===== config.mk =====
export PLATFORM = sky130hd
export DESIGN_NAME = sha256_stream_packer_flat
export DESIGN_NICKNAME = d
export VERILOG_FILES = /design/src/rtl/sha256_stream_packer_if.sv /design/src/rtl/sha256_stream_packer.sv /design/src/flat_wrapper.sv
export SDC_FILE = /design/constraint.sdc
export NUM_CORES = 1
export LEC_CHECK = 0
export ABC_AREA = 1
export ABC_CLOCK_PERIOD_IN_PS = 2100
export CAP_MARGIN = 20
export CORE_MARGIN = 8
export CORE_UTILIZATION = 30
export DETAILED_ROUTE_END_ITERATION = 8
export PLACE_DENSITY = 0.64
export SLEW_MARGIN = 5
export SYNTH_ARGS = -nofsm -noshare
export SYNTH_HDL_FRONTEND = slang
export SYNTH_SLANG_ARGS = --single-unit
export TNS_END_PERCENT = 20

===== constraint.sdc =====
create_clock -name clk -period 2.1 [get_ports clk]
set_input_delay 0.63 -clock clk [delete_from_list [all_inputs] [get_ports clk]]
set_output_delay 0.63 -clock clk [all_outputs]
set_load 0.03 [all_outputs]

===== src/rtl/sha256_stream_packer_if.sv =====
// sha256_stream_packer_if
// Groups the byte-stream handshake and the hash-core command/status
// signals of the SHA-256 stream packer.
//   master : the packer (consumes bytes, commands the hash core)
//   slave  : the environment (byte source plus hash core)
// Signals:
//   s_valid/s_data/s_last/s_ready : byte stream, accepted on s_valid & s_ready
//   start/update/data_in/bytes_valid/finalize : hash-core commands
//   hash_valid : digest-ready pulse from the hash core
//   timeout    : watchdog expiry pulse
interface sha256_stream_packer_if;
    logic        s_valid;
    logic [7:0]  s_data;
    logic        s_last;
    logic        s_ready;
    logic        start;
    logic        update;
    logic [31:0] data_in;
    logic [2:0]  bytes_valid;
    logic        finalize;
    logic        hash_valid;
    logic        timeout;

    modport master (
        input  s_valid, s_data, s_last, hash_valid,
        output s_ready, start, update, data_in, bytes_valid, finalize, timeout
    );

    modport slave (
        output s_valid, s_data, s_last, hash_valid,
        input  s_ready, start, update, data_in, bytes_valid, finalize, timeout
    );
endinterface


===== src/rtl/sha256_stream_packer.sv =====
// sha256_stream_packer
// Packs a byte stream big-endian into 32-bit words for a SHA-256 core.
// Each message: PRIME (start pulse) -> ACCEPT (bytes packed, full words
// issued as update) -> FLUSH (final, possibly partial word) -> FINAL
// (finalize pulse) -> WAIT (until hash_valid) -> PRIME.
// Ports:
//   clk   : rising-edge clock
//   reset : synchronous active-high reset
//   bus   : sha256_stream_packer_if.master (stream + hash-core signals)
// Option: define SHA256_STREAM_PACKER_WATCHDOG_EN to add a 12-bit WAIT
// watchdog that pulses timeout and re-primes after 4095 idle WAIT cycles.
module sha256_stream_packer (
    input  logic                          clk,
    input  logic                          reset,
    sha256_stream_packer_if.master        bus
);
    typedef enum logic [2:0] {PRIME, ACCEPT, FLUSH, FINAL, WAIT} state_t;

    state_t      state_q, state_d;
    logic [1:0]  idx_q, idx_d;
    logic [31:0] word_q, word_d;
    logic        upd_q, upd_d;
    logic [2:0]  bv_q, bv_d;
    logic        timeout_w;
`ifdef SHA256_STREAM_PACKER_WATCHDOG_EN
    logic [11:0] wdog_q, wdog_d;
`endif

    always_comb begin
        state_d   = state_q;
        idx_d     = idx_q;
        word_d    = word_q;
        upd_d     = 1'b0;
        bv_d      = bv_q;
        timeout_w = 1'b0;
`ifdef SHA256_STREAM_PACKER_WATCHDOG_EN
        wdog_d    = wdog_q;
`endif
        case (state_q)
            PRIME: state_d = ACCEPT;
            ACCEPT: begin
                if (bus.s_valid) begin
                    // Byte 0 rebuilds the word so stale bytes of the previous
                    // word never leak into the unused low bytes of a partial.
                    case (idx_q)
                        2'd0: word_d = {bus.s_data, 24'h0};
                        2'd1: word_d = {word_q[31:24], bus.s_data, 16'h0};
                        2'd2: word_d = {word_q[31:16], bus.s_data, 8'h0};
                        default: word_d = {word_q[31:8], bus.s_data};
                    endcase
                    bv_d  = {1'b0, idx_q} + 3'd1;
                    idx_d = idx_q + 2'd1;
                    if (bus.s_last) begin
                        // The flush update is issued from FLUSH via upd_q.
                        upd_d   = 1'b1;
                        idx_d   = 2'd0;
                        state_d = FLUSH;
                    end else if (idx_q == 2'd3) begin
                        upd_d = 1'b1;
                    end
                end
            end
            FLUSH: state_d = FINAL;
            FINAL: begin
                state_d = WAIT;
`ifdef SHA256_STREAM_PACKER_WATCHDOG_EN
                wdog_d  = 12'h0;
`endif
            end
            WAIT: begin
                if (bus.hash_valid) begin
                    state_d = PRIME;
`ifdef SHA256_STREAM_PACKER_WATCHDOG_EN
                end else if (wdog_q == 12'hFFF) begin
                    timeout_w = 1'b1;
                    state_d   = PRIME;
                end else begin
                    wdog_d = wdog_q + 12'd1;
`endif
                end
            end
            default: state_d = PRIME;
        endcase
    end

    always_ff @(posedge clk) begin
        if (reset) begin
            state_q <= PRIME;
            idx_q   <= 2'd0;
            word_q  <= 32'h0;
            upd_q   <= 1'b0;
            bv_q    <= 3'd0;
`ifdef SHA256_STREAM_PACKER_WATCHDOG_EN
            wdog_q  <= 12'h0;
`endif
        end else begin
            state_q <= state_d;
            idx_q   <= idx_d;
            word_q  <= word_d;
            upd_q   <= upd_d;
            bv_q    <= bv_d;
`ifdef SHA256_STREAM_PACKER_WATCHDOG_EN
            wdog_q  <= wdog_d;
`endif
        end
    end

    assign bus.start       = (state_q == PRIME);
    assign bus.s_ready     = (state_q == ACCEPT);
    assign bus.finalize    = (state_q == FINAL);
    assign bus.update      = upd_q;
    assign bus.data_in     = upd_q ? word_q : 32'h0;
    assign bus.bytes_valid = upd_q ? bv_q : 3'd0;
`ifdef SHA256_STREAM_PACKER_WATCHDOG_EN
    assign bus.timeout     = timeout_w;
`else
    assign bus.timeout     = 1'b0;
`endif

endmodule


===== src/flat_wrapper.sv =====
// flat-port wrapper written by rule: the top's interface ports become plain ports
module sha256_stream_packer_flat 
  (clk, reset, bus_s_valid, bus_s_data, bus_s_last, bus_hash_valid, bus_s_ready, bus_start, bus_update, bus_data_in, bus_bytes_valid, bus_finalize, bus_timeout);
  sha256_stream_packer_if bus_i ();
  input  logic clk;
  input  logic reset;
  input wire logic [$bits(bus_i.s_valid)-1:0] bus_s_valid;
  input wire logic [$bits(bus_i.s_data)-1:0] bus_s_data;
  input wire logic [$bits(bus_i.s_last)-1:0] bus_s_last;
  input wire logic [$bits(bus_i.hash_valid)-1:0] bus_hash_valid;
  output wire logic [$bits(bus_i.s_ready)-1:0] bus_s_ready;
  output wire logic [$bits(bus_i.start)-1:0] bus_start;
  output wire logic [$bits(bus_i.update)-1:0] bus_update;
  output wire logic [$bits(bus_i.data_in)-1:0] bus_data_in;
  output wire logic [$bits(bus_i.bytes_valid)-1:0] bus_bytes_valid;
  output wire logic [$bits(bus_i.finalize)-1:0] bus_finalize;
  output wire logic [$bits(bus_i.timeout)-1:0] bus_timeout;
  assign bus_i.s_valid = bus_s_valid;
  assign bus_i.s_data = bus_s_data;
  assign bus_i.s_last = bus_s_last;
  assign bus_i.hash_valid = bus_hash_valid;
  assign bus_s_ready = bus_i.s_ready;
  assign bus_start = bus_i.start;
  assign bus_update = bus_i.update;
  assign bus_data_in = bus_i.data_in;
  assign bus_bytes_valid = bus_i.bytes_valid;
  assign bus_finalize = bus_i.finalize;
  assign bus_timeout = bus_i.timeout;
  sha256_stream_packer u_core (.clk(clk), .reset(reset), .bus(bus_i));
endmodule

==> impl_metrics.py, run 1 <==
metrics = {
    "final_layout": {
        "mostFrequentLayoutCells": "nand2_1 (100), nor2_1 (57), inv_1 (45)",
        "num-nets-final": 404,
        "syn2layout_area_growth_pct": 31.1,
        "final_common_cell": "nand2_1",
        "stdcell_area_um2": 2870,
        "antenna_cells": 0,
        "drive_above_1_share_pct": 17.4,
    },
    "critical_path": {
        "crit_required_ps": 1470,
        "crit_buf_inv": 3,
        "crit_fanout": 4,
        "critPathMaxStageDelay_ps": 400,
        "crit_family": "buffers and inverters",
        "critPathKind": "reg2out",
        "cp_slowest_cell": "dlygate4sd2_1",
        "path_cells": "inv_2 -> nand3_4 -> inv_1 -> dlygate4sd2_1",
        "cp-start-kind": "flip-flop",
        "cp-end-kind": "primary output",
        "timing.critical_path.arrival_ps": 1350,
    },
    "synth": {
        "yosys.area.top_type": "dfxtp_1",
        "ys_top_cells_by_area": "dfxtp_1 (37%), nand2_1 (17%), nor2_1 (9.8%)",
        "synthDominantCellAreaShare_pct": 37.5,
        "ys_warn_count": 0,
        "ys_seq_area_share_pct": 37.5,
        "synth_cell_types": 23,
        "syn_avg_cell_area_um2": 6.52,
        "syn_inst": 336,
        "synth_nets": 355,
        "ys_seq_elements": 41,
        "synth_area_um2": 2190,
    },
    "cts": {
        "h-tree-depth": 2,
        "cts-root-buf": "clkbuf_8",
        "clk-insertion-delay-late_ps": 300,
        "cts.reportedPaths.clkPinSlew_ps": 70,
        "numCtsBuffers": 5,
        "cts_sinks": 41,
        "cts.path.max_buffers": 2,
        "cts_tree": "yes",
    },
    "outcome": {
        "run_status": "finished, final reports clean",
    },
    "power_and_ir_drop": {
        "p_leak_nw": 1.49,
        "power.density_nw_per_um2": 590,
        "power_w": 0.00169,
        "max-vdd-ir-drop_mv": 0.218,
    },
    "timing": {
        "fin_ws_ps": 122,
        "maxSlewViolCount": 0,
        "fin_skew_ps": 7.20,
        "max_freq_mhz": 505,
        "finalHoldViolCount": 0,
        "layout_min_cycle_time_ps": 1980,
        "rsz0062_at_grt": "false",
        "setup_viol": 0,
        "fin_tns_setup_ps": 0,
        "min_period_over_period_pct": 94.2,
    },
    "placed_design": {
        "dpl_cell_area_um2": 2790,
        "io_buffers": 51,
        "place_hpwl_um": 4150,
        "dpl_worst_slack_ps": 142,
        "place_congestion": 0.790,
    },
    "drt": {
        "finalWirelength_um": 5370,
        "firstDrtPassIters": 4,
        "vias": 2065,
        "ant_nets": 0,
        "wl_per_cell_um": 11.1,
        "viasPerCell": 4.26,
        "drcViolationCount": 0,
        "first_iter_violations": 108,
    },
    "global_route": {
        "grt_overflow": 0,
        "grt_max_degree": 25,
        "grt_pass1_wl_um": 9250,
        "grtUsageTotal_pct": 11.4,
        "antenna_found_initial": 0,
        "grt_pass1_vias": 1991,
    },
    "floorplanning": {
        "dieArea_um2": 10300,
        "die_h_um": 101,
        "initial_core_util_pct": 30.5,
        "fp.coreArea_um2": 7180,
        "rows": 31,
        "io_pins": 53,
        "die_w_um": 101,
    },
    "job": {
        "cap_violations": 0,
    },
    "worst_hold_path": {
        "hp-class": "reg2reg",
    },
}
## power breakdown
| group | internal (W) | total (W) | switching, W |
|---|---|---|---|
| clock network | 0.000231 | 0.000508 | 0.000278 |
| logic | 0.000128 | 0.000325 | 0.000197 |
| registers | 0.000830 | 0.000860 | 0.0000300 |
| total | 0.00119 | 0.00169 | 0.000504 |
## kinds of logic after synthesis
| kind of cell | count (synthesis) | synth area share, % |
|---|---|---|
| other | 1 | 0.171 |
| DFF | 41 | 37.5 |
| and+or+nand+nor | 200 | 40.5 |
| AOI/OAI and AO/OA | 19 | 4.51 |
| adders and majority gates | 6 | 3.43 |
| buffers and inverters | 69 | 13.9 |
## cell usage after synthesis
cell type / number
nand2_1: 100
nor2_1: 57
buf_4: 3
o21ai_0: 4
o21ai_2: 1
nand3_4: 2
ha_1: 6
clkbuf_1: 5
nor2_8: 2
dfxtp_1: 41
inv_2: 5
o21ai_1: 7
nand3_1: 33
buf_6: 4
clkinv_1: 3
nor2_4: 3
inv_1: 45
conb_1: 1
nand2_2: 1
buf_2: 4
nand3_2: 1
a21oi_1: 7
nor2_2: 1
## path summary, 6_finish.rpt
check	cells after the start	end	from	slack (ps)
worst max-delay path	4	bus_s_ready	u_core.state_q[1]	120
worst min-delay path	2	u_core.bv_q[1]	u_core.bv_q[1]	470
worst max register to register	7	u_core.word_q[16]	u_core.idx_q[0]	450
worst min register to register	2	u_core.bv_q[1]	u_core.bv_q[1]	470
## worst reg2reg max path: stages (launching register included)
cell and delay (ps):
dfxtp_1 440, inv_1 130, ha_1 330, o21ai_2 310, inv_2 130, nand3_1 100, nand2_1 60, nor2_1 100
## flip-flops by register name, indices dropped and copies added, names as in the netlist
| name | count |
|---|---|
| u_core.bv_q | 3 |
| u_core.word_q | 32 |
| u_core.state_q | 3 |
| u_core.bus.update | 1 |
| u_core.idx_q | 2 |
## metrics by stage
stage / util [%] / hold WS, ps / cells
after floorplan: - / 444 / 336
after global placement: 38.9 / 453 / 477
after detailed placement: 38.9 / 455 / 477
after CTS: 40.0 / 473 / 485
after global routing: 40.0 / 498 / 485
final: 40.0 / 471 / 485
## area by class of cell
cell class,count,area [um^2]
clock inverters,2,10.0
multi-input cells,226,1060
clock buffers,6,72.6
inverters,53,199
fillers,765,4310
flip-flops and latches,41,821
well taps,99,124
repair buffers,58,581
## timing repair
item                       in CTS  in global routing
resized for setup               2                  0
hold buffers                    0                  0
buffers inserted                0                  0
setup endpoints to repair       2                  0
## metal layers
metal | GRT usage [%] | vias to the layer above | part of all wire, %
li1 | - | 1101 | -
met3 | 4.05 | 8 | 7.8
met5 | 0 | - | 0
met1 | 13.9 | 905 | 46
met2 | 17.8 | 51 | 44
met4 | 4.35 | 0 | 1.5
Note: power is estimated with default switching activity, not from simulation.
==> inputs of run 2 (changes only) <==
--- a/config.mk
+++ b/config.mk
@@ -10,6 +10,7 @@
 export CAP_MARGIN = 20
 export CORE_MARGIN = 8
 export CORE_UTILIZATION = 30
+export CTS_CLUSTER_DIAMETER = 60
 export DETAILED_ROUTE_END_ITERATION = 8
 export PLACE_DENSITY = 0.64
 export SLEW_MARGIN = 5
==> results of run 2 <==
Final layout, timing and power as in run 1 (identical DEF).
==> inputs of run 3 (changes only) <==
==> constraint.sdc (replaced) <==
create_clock -name clk -period 2.1 [get_ports clk]
set_input_delay 0.63 -clock clk [delete_from_list [all_inputs] [get_ports clk]]
set_output_delay 0.63 -clock clk [all_outputs]
set_load 0.005 [all_outputs]
==> run 3 against run 2 <==
Compared with the run above:
- wire length rose by 4.5%
- clock power is 27% higher
- die area unchanged
- clock-buffer cell count up 1
- sequential cell count stayed put
- largest cell class unchanged
==> impl_metrics.py, run 3 (synthesis gave the netlist of run 1 again) <==
metrics = {
    "drt": {
        "finalWirelength_um": 5610,
        "wl_per_cell_um": 11.5,
        "firstDrtPassIters": 4,
        "vias": 2118,
        "viasPerCell": 4.36,
        "ant_nets": 0,
        "first_iter_violations": 118,
        "drcViolationCount": 0,
    },
    "cts": {
        "h-tree-depth": 2,
        "numCtsBuffers": 5,
        "clk-insertion-delay-late_ps": 290,
        "cts-root-buf": "clkbuf_8",
        "cts.reportedPaths.clkPinSlew_ps": 80,
        "cts_tree": "yes",
        "cts.path.max_buffers": 2,
        "cts_hold_buf": 0,
        "cts_sinks": 41,
    },
    "final_layout": {
        "mostFrequentLayoutCells": "nand2_1 (99), nor2_1 (57), inv_1 (45)",
        "nFillCells": 783,
        "drive_above_1_share_pct": 9.04,
        "largest_register_ffs": 32,
        "regArea_um2": 830,
        "multi_input_area_um2": 1070,
        "syn2layout_area_growth_pct": 36.2,
        "num-nets-final": 405,
        "max_flop_register": "u_core.word_q",
        "largestRegisters": "u_core.word_q (32), u_core.bv_q (3), u_core.state_q (3)",
        "antenna_cells": 0,
        "stdcell_area_um2": 2980,
        "final_common_cell": "nand2_1",
    },
    "global_route": {
        "grt_pass1_wl_um": 9290,
        "grt_max_degree": 25,
        "use_met1_pct": 13.5,
        "grtUsageTotal_pct": 11.3,
        "grt_overflow": 0,
        "grt_pass1_vias": 2100,
        "use_met3_pct": 3.37,
        "grt_busiest_layer": "met2",
        "antenna_found_initial": 0,
        "use_met2_pct": 18.6,
    },
    "power_and_ir_drop": {
        "max-vdd-ir-drop_mv": 0.266,
        "power.density_nw_per_um2": 607,
        "p_leak_nw": 1.78,
    },
    "critical_path": {
        "critPathKind": "reg2out",
        "crit_required_ps": 1470,
        "cp-end-kind": "primary output",
        "crit_family": "buffers and inverters",
        "cp-start-kind": "flip-flop",
        "timing.critical_path.arrival_ps": 1430,
        "crit_buf_inv": 3,
        "path_cells": "buf_4 -> nand2_1 -> inv_1 -> clkdlybuf4s50_1",
        "crit_fanout": 8,
        "cp_slowest_cell": "clkdlybuf4s50_1",
        "critPathMaxStageDelay_ps": 490,
    },
    "placed_design": {
        "place_congestion": 0.774,
        "place_hpwl_um": 4200,
        "io_buffers": 51,
        "dpl_cell_area_um2": 2780,
    },
    "timing": {
        "min_period_over_period_pct": 98.3,
        "rsz0062_at_grt": "true",
        "max_freq_mhz": 484,
        "maxSlewViolCount": 0,
        "finalHoldViolCount": 0,
        "fin_tns_setup_ps": 0,
        "setup_viol": 0,
        "layout_min_cycle_time_ps": 2060,
        "fin_skew_ps": 8.60,
    },
    "floorplanning": {
        "fp.coreArea_um2": 7180,
        "die_w_um": 101,
        "initial_core_util_pct": 30.5,
        "dieArea_um2": 10300,
        "rows": 31,
        "io_pins": 53,
        "die_h_um": 101,
    },
    "worst_hold_path": {
        "hp-class": "reg2reg",
    },
    "outcome": {
        "run_status": "finished, final reports clean",
    },
    "job": {
        "cap_violations": 0,
    },
}
run 3: final timing paths:
path,to,slack [ps],startpoint,cells past startpoint
setup reg to reg,u_core.word_q[30],350,u_core.idx_q[0],8
hold reg to reg,u_core.bv_q[1],470,u_core.bv_q[1],2
setup / recovery,bus_data_in[31],40,u_core.bus.update,4
hold / removal,u_core.bv_q[1],470,u_core.bv_q[1],2
run 3: layer usage:
layer  up-vias  part of all wire [%]
met5         -                     0
met1       960                    47
met3         9                   5.8
met4         0                   1.5
li1       1101                     -
met2        48                    46
run 3: area by class of cell:
| cell class | instances | share of cell area (%) |
|---|---|---|
| Multi-Input combinational cell | 226 | 35.7 |
| Timing Repair Buffer | 59 | 21.7 |
| Clock buffer | 7 | 2.89 |
| Clock inverter | 1 | 1.01 |
| Tap cell | 99 | 4.15 |
| Sequential cell | 41 | 27.8 |
| Inverter | 53 | 6.67 |
run 3: metrics by stage:
stage | util [%] | worst slack [ps] | total power (W) | instances | hold WS, ps
floorplan | - | 505 | 0.00108 | 336 | 444
finish | 41.6 | 35.8 | 0.00181 | 486 | 469
global route | 41.6 | -48.1 | 0.00192 | 486 | 493
global placement | 38.7 | 127 | 0.00117 | 476 | 455
detailed placement | 38.7 | 94.4 | 0.00118 | 476 | 463
CTS | 40.3 | -27.1 | 0.00183 | 484 | 474
run 3: what timing repair did:
| action | 4_1_cts | 5_1_grt |
|---|---|---|
| resized for setup | 3 | 30 |
| hold endpoints to repair | 0 | 0 |
| pin swaps | 1 | 1 |
| buffers inserted | 0 | 1 |
| endpoints found under the setup margin | 28 | 38 |
| gates cloned | 0 | 1 |
run 3: report_power, final:
part	switching (W)	internal, W	leakage, nW	total (W)
Clock	0.000260	0.000388	0.0585	0.000647
Sequential	0.0000315	0.000830	0.336	0.000861
Combinational	0.000176	0.000127	1.38	0.000303
Total	0.000467	0.00134	1.78	0.00181
run 3: tightest hold or removal path, delay by kind of cell, from the launching register on:
family	cells	cell delay [ps]
DFF	1	310
AOI/OAI and AO/OA	1	60
and+or+nand+nor	1	60
